<file path="src/rtl/matrix_loader10_if.sv">
// Stream and multiplier-side bus of the 10x10 matrix loader.
// The slave side is the loader; the master side is its environment.
interface matrix_loader10_if #(
  parameter int N = 10,
  parameter int W = 8
);
  logic [W-1:0]     in_data;
  logic             in_valid;
  logic             in_ready;
  logic [N*N*W-1:0] A;
  logic [N*N*W-1:0] B;
  logic             enable_multiplication;
  logic             mult_done;

  modport master (
    output in_data, in_valid, mult_done,
    input  in_ready, A, B, enable_multiplication
  );

  modport slave (
    input  in_data, in_valid, mult_done,
    output in_ready, A, B, enable_multiplication
  );
endinterface

</file>
<file path="src/rtl/matrix_loader10.sv">
// Byte-serial loader packing A then B row-major, then driving the multiplier
// enable for a fixed window and flagging a missing mult_done.
module matrix_loader10 #(
  parameter int N             = 10,
  parameter int W             = 8,
  parameter int ENABLE_CYCLES = 2
) (
  input  logic              clk,
  input  logic              rst,
  input  logic              clear,
  matrix_loader10_if.slave  bus,
  output logic              frame_done,
  output logic              mult_err,
  output logic [6:0]        elem_idx
);
  localparam int              SLOTS    = N * N;
  localparam logic [6:0]      LAST     = 7'(SLOTS - 1);
  localparam int              CW       = $clog2(ENABLE_CYCLES + 1);
  localparam logic [CW-1:0]   CNT_LAST = CW'(ENABLE_CYCLES - 1);

  typedef enum logic [1:0] {LOAD_A, LOAD_B, COMPUTE, DONE} state_t;

  state_t             state;
  logic [SLOTS*W-1:0] a_q;
  logic [SLOTS*W-1:0] b_q;
  logic               en_q;
  logic               seen;
  logic [CW-1:0]      cnt;
  logic               xfer;

  assign bus.in_ready              = (state == LOAD_A) || (state == LOAD_B);
  assign bus.A                     = a_q;
  assign bus.B                     = b_q;
  assign bus.enable_multiplication = en_q;
  assign xfer                      = bus.in_valid && bus.in_ready;

  always_ff @(posedge clk or posedge rst) begin
    if (rst) begin
      state      <= LOAD_A;
      a_q        <= '0;
      b_q        <= '0;
      elem_idx   <= '0;
      en_q       <= 1'b0;
      frame_done <= 1'b0;
      mult_err   <= 1'b0;
      cnt        <= '0;
      seen       <= 1'b0;
    end else if (clear) begin
      // Operand registers deliberately survive an abort; a dropped byte is lost.
      state      <= LOAD_A;
      elem_idx   <= '0;
      en_q       <= 1'b0;
      frame_done <= 1'b0;
      mult_err   <= 1'b0;
      cnt        <= '0;
      seen       <= 1'b0;
    end else begin
      frame_done <= 1'b0;
      unique case (state)
        LOAD_A, LOAD_B: begin
          if (xfer) begin
            for (int unsigned k = 0; k < SLOTS; k++) begin
              if (elem_idx == 7'(k)) begin
                if (state == LOAD_A) a_q[k*W +: W] <= bus.in_data;
                else                 b_q[k*W +: W] <= bus.in_data;
              end
            end
            if (elem_idx == LAST) begin
              elem_idx <= '0;
              if (state == LOAD_A) begin
                state <= LOAD_B;
              end else begin
                state <= COMPUTE;
                en_q  <= 1'b1;
                cnt   <= '0;
              end
            end else begin
              elem_idx <= elem_idx + 7'd1;
            end
          end
        end
        COMPUTE: begin
          if (bus.mult_done) seen <= 1'b1;
          if (cnt == CNT_LAST) begin
            // frame_done is raised here so it coincides with the DONE cycle.
            en_q       <= 1'b0;
            cnt        <= '0;
            state      <= DONE;
            frame_done <= 1'b1;
            if (!(seen || bus.mult_done)) mult_err <= 1'b1;
          end else begin
            cnt <= cnt + 1'b1;
          end
        end
        DONE: begin
          seen  <= 1'b0;
          state <= LOAD_A;
        end
        default: state <= LOAD_A;
      endcase
    end
  end
endmodule

</file>
<file path="src/flat_wrapper.sv">
// flat-port wrapper written by rule: the top's interface ports become plain ports
module matrix_loader10_flat 
#(
  parameter int N             = 10,
  parameter int W             = 8,
  parameter int ENABLE_CYCLES = 2
)
  (clk, rst, clear, frame_done, mult_err, elem_idx, bus_in_data, bus_in_valid, bus_mult_done, bus_in_ready, bus_A, bus_B, bus_enable_multiplication);
  matrix_loader10_if #(.N(N), .W(W)) bus_i ();
  input  logic clk;
  input  logic rst;
  input  logic clear;
  output logic frame_done;
  output logic mult_err;
  output logic [6:0] elem_idx;
  input wire logic [$bits(bus_i.in_data)-1:0] bus_in_data;
  input wire logic [$bits(bus_i.in_valid)-1:0] bus_in_valid;
  input wire logic [$bits(bus_i.mult_done)-1:0] bus_mult_done;
  output wire logic [$bits(bus_i.in_ready)-1:0] bus_in_ready;
  output wire logic [$bits(bus_i.A)-1:0] bus_A;
  output wire logic [$bits(bus_i.B)-1:0] bus_B;
  output wire logic [$bits(bus_i.enable_multiplication)-1:0] bus_enable_multiplication;
  assign bus_i.in_data = bus_in_data;
  assign bus_i.in_valid = bus_in_valid;
  assign bus_i.mult_done = bus_mult_done;
  assign bus_in_ready = bus_i.in_ready;
  assign bus_A = bus_i.A;
  assign bus_B = bus_i.B;
  assign bus_enable_multiplication = bus_i.enable_multiplication;
  matrix_loader10 #(.N(N), .W(W), .ENABLE_CYCLES(ENABLE_CYCLES)) u_core (.clk(clk), .rst(rst), .clear(clear), .bus(bus_i), .frame_done(frame_done), .mult_err(mult_err), .elem_idx(elem_idx));
endmodule
</file>
<file path="config.mk">
export PLATFORM = sky130hd
export DESIGN_NAME = matrix_loader10_flat
export DESIGN_NICKNAME = d
export VERILOG_FILES = /design/src/rtl/matrix_loader10_if.sv /design/src/rtl/matrix_loader10.sv /design/src/flat_wrapper.sv
export SDC_FILE = /design/constraint.sdc
export NUM_CORES = 2
export LEC_CHECK = 0
export CAP_MARGIN = 5
export CELL_PAD_IN_SITES_DETAIL_PLACEMENT = 0
export CELL_PAD_IN_SITES_GLOBAL_PLACEMENT = 1
export CORE_AREA = 10 10 628 630
export DETAILED_ROUTE_END_ITERATION = 10
export DIE_AREA = 0 0 638 640
export PLACE_DENSITY = 0.38
export REMOVE_ABC_BUFFERS = 1
export SLEW_MARGIN = 30
export SYNTH_ARGS = -nofsm -noshare
export SYNTH_HDL_FRONTEND = slang
export SYNTH_SLANG_ARGS = --single-unit
export TNS_END_PERCENT = 10
</file>
<file path="constraint.sdc">
create_clock -name clk -period 91 [get_ports clk]
set_input_delay 13.65 -clock clk [delete_from_list [all_inputs] [get_ports clk]]
set_output_delay 13.65 -clock clk [all_outputs]
set_load 0.01 [all_outputs]
</file>
==> impl_results.md <==
* Commonest cells in the netlist: dfrtp_1 (1615), mux2_2 (1582), clkbuf_1 (195)
* Max frequency at 57.4 MHz
* Clock latency on the worst-skew pair at approximately 0.90 ns
* Setup bufs post-CTS at 0
* Filler Cell Count at 40000
* Final wirelength at 318000 µm
* Cell family with most CP delay: buffers and inverters
* CP Max Fanout at 93
* Post-synthesis sequential area ratio at about two thirds
* Clk pwr share at 50.2%
* Clock transition at path regs at around 0.06 ns
* Resized cells post-CTS at 0
* Reg area at 0.0404 mm²
* Yosys top cell area share at 65.6%
* Crit path DAT at 18.32 ns
* RePlAce Congestion at 0.738
* Gate power share at 5.6%
* Fraction of the cycle the final worst path needs at 19.2%
* ANT nets after route at 0
* Share of power burned in registers at 44.1%
* Yosys reg bits at 1615
* Sw frac at 24.7%
* Setup TNS at 0 ns
* Largest net degree at the start of global routing at 142
* CP bufs+invs at 8
* Vias per Instance at about 3.7
* Dominant cells by area after synthesis: dfrtp_1 (66%), mux2_2 (29%), clkbuf_1 (1.2%), nor2_2 (0.97%), nand2_1 (0.54%)
* Reg2reg path depth at 6
* Hold path cells at 1
* Clk sink count at 1615
* Worst slew pin tran at 1.04 ns
* Worst setup SP type: input port
* Minimum clock period at 17.43 ns
* Hold Vio Cnt, Final at 0
* Drt first pass iters at 4
* Iter 0 DRT Violations at between 1500 and 2000
* Initial antenna violation count at 10
* Mapped cell area at roughly 0.06 mm²
* Mapped Cells at 3809
* H-tree Lvls at 4
* Row count at between 200 and 250
* CP max stage cell: buf_4
* CTS tree: done
* Hold crit path type: register to register
* Total number of vias at 39600
* Compound-Gate Fraction of Synth Area at 0.295%
* Hold bufs inserted after CTS at 0
* Worst-path cell chain: clkdlybuf4s50_1, inv_8, buf_6, buf_4, buf_16, buf_4, buf_4, buf_6
* Mux contribution to synthesized area at 29.3%
* Routed WL per cell at approximately 30 µm
* Post-route total power at between 1.5 and 2 mW
* Max clock buf depth at 4
* Worst path most repeated cell: buf_4
* P_leak at 41.6 nW
* MaxCap Viol Count at 0
* Worst vdd ir at roughly 0.013 mV
* Area of the multi-input gates at 0.0202 mm²
* Synth Area in Adders at 0.163%
* Finish-stage setup viols at 0
* Count leader, synth: dfrtp_1
* CP Depth at 8
* Core ar. at 0.381 mm²
* Pint at 1.25 mW
* Syn-to-layout area delta at 47.7%
* CP Class: input port to asynchronous set/reset pin
* Post-Syn Area per Cell at 16.2 µm²
* CTS Buf Count at 207
* Synth Area in XOR/XNOR at 0%
* Die Wd at 638 µm
* Total track usage at 14.9%
* First-pass GRT wire length at 421000 µm
* Async SR Flop Fraction at between 90% and 100%
* Syn. warnings at 0
* Main combinational cell family by area after synthesis: multiplexers
* Synth unique cells at 49
* Simple-gate share of the synthesized area at 2.93%
* Unrepaired setup endpoints after global routing: no
* Switching pwr at 0.410 mW
* Top FF cell, synth: dfrtp_1
* Die ar. at 0.408 mm²
* Number of flops mapped to enable cells by yosys at 0
* Worst Setup End Kind: asynchronous set/reset pin
* Largest area contributor in the netlist: dfrtp_1
* Number of primary I/O pins at approximately 1600
* DRC viols at 0
* Grt total ovfl at 0
* Die Height at 640 µm
* Starting Density at 16.1%
* IO Port Bufs at 1623
* Root Driver: clkbuf_16
* Worst Path Required at 91.89 ns
* Vias in the first global route at 42800
* # nets final at 5516
* Largest stage delay, worst path at 0.78 ns
* Clock skew at ~0.042 ns
* Pwr dens at 18.2 mW/mm²
* HPWL Detailed at 231000 µm
* Share of cells above drive strength 1 at 37.8%
* Status: complete, no violations
* Relative slew slack at 30.6%
* Final Max Tran Viols at 0
[final timing paths]
check | start | endpoint | slack, ns
hold / removal | u_core.bus.B[59] | u_core.bus.B[59] | 0.49
max in group clk | u_core.state[1] | bus_in_ready | 74.48
min in group asynchronous | rst | u_core.bus.A[174] | 13.31
setup / recovery | rst | u_core.bus.B[8] | 73.57
setup reg to reg | u_core.elem_idx[0] | u_core.bus.B[242] | 87.46
hold reg to reg | u_core.bus.B[59] | u_core.bus.B[59] | 0.49
[worst reg2reg max path: cells and delay by family, from the launching register on]
family / cells / cell delay, ns
multiplexers: 1 / 0.40
buffers and inverters: 1 / 0.14
adder cells (fa/ha/maj): 1 / 0.65
AND/OR/NAND/NOR: 3 / 1.74
flip-flops: 1 / 0.50
[state kept, by name, indices dropped and copies added, names as in the netlist]
name                              flops
u_core.elem_idx                       7
u_core.bus.enable_multiplication      1
u_core.frame_done                     1
u_core.state                          2
u_core.mult_err                       1
u_core.bus.B                        800
u_core.cnt                            2
u_core.bus.A                        800
u_core.seen                           1
[layout make-up]
cell class	instances	share of cell area, %
tap	5038	6.93
clock inverter	48	0.640
sequential	1615	44.5
clock buffer	323	6.85
multi-input combinational	1946	22.2
timing repair buffer	1714	18.8
antenna	20	0.0550
inverter	11	0.0537
[metrics by stage]
stage          cells  area, µm²  hold WS [ns]  util, %  worst slack (ns)
6_report       10700      90900         0.489     23.8             73.57
5_1_grt        10700      90900         0.508     23.8             72.93
4_1_cts        10700      90800         0.491     23.8             72.61
3_5_place_dp   10300      83900         0.478     22.0             71.65
3_3_place_gp   10300      83900         0.472     22.0             71.79
2_1_floorplan   3572      60600         0.493        -             31.78
[cells in the final DEF, fill, tap and decap left out, types with 5 or more instances in the layout]
master	n
bufinv_16	9
clkbuf_16	210
dfrtp_1	1612
nand4_1	5
nand3_2	7
diode_2	20
nor3_2	6
mux2_2	1582
and3_1	8
nand2_1	88
nor2b_1	5
clkbuf_8	59
buf_4	77
o21ai_0	8
nor3_4	7
inv_1	10
nand3_1	5
clkdlybuf4s50_1	1615
a21oi_1	10
clkinv_2	26
buf_6	9
clkbuf_1	58
nor2_2	92
nor2_1	22
nand3b_1	9
mux2_1	18
ha_1	7
and3b_1	6
nand2_2	11
or3_1	5
[metal layers]
layer / up-vias / share of wire, % / wire [µm] / GRT usage (%)
met5: - / 0 / 0 / 0
met4: 0 / 3.8 / 12100 / 4.95
met3: 365 / 7.9 / 25100 / 5.36
met2: 1187 / 50 / 161000 / 26.6
met1: 21300 / 38 / 120000 / 16.4
li1: 16800 / - / - / -
[kinds of logic after synthesis]
family / after synthesis
AO/OA/AOI/OAI: 29
adder cells (fa/ha/maj): 8
buffers and inverters: 248
flip-flops: 1615
multiplexers: 1603
AND/OR/NAND/NOR: 306
[power by group through the flow]
stage               clock [mW]  sequential (mW)  combinational, mW
finish                   0.833            0.732             0.0933
CTS                      0.868            0.732             0.0993
global placement             0            0.744             0.0989
detailed placement           0            0.745             0.0992
global route             0.893            0.732              0.102
floorplan                    0            0.750             0.0266
Power figures use the tool's default switching activity.
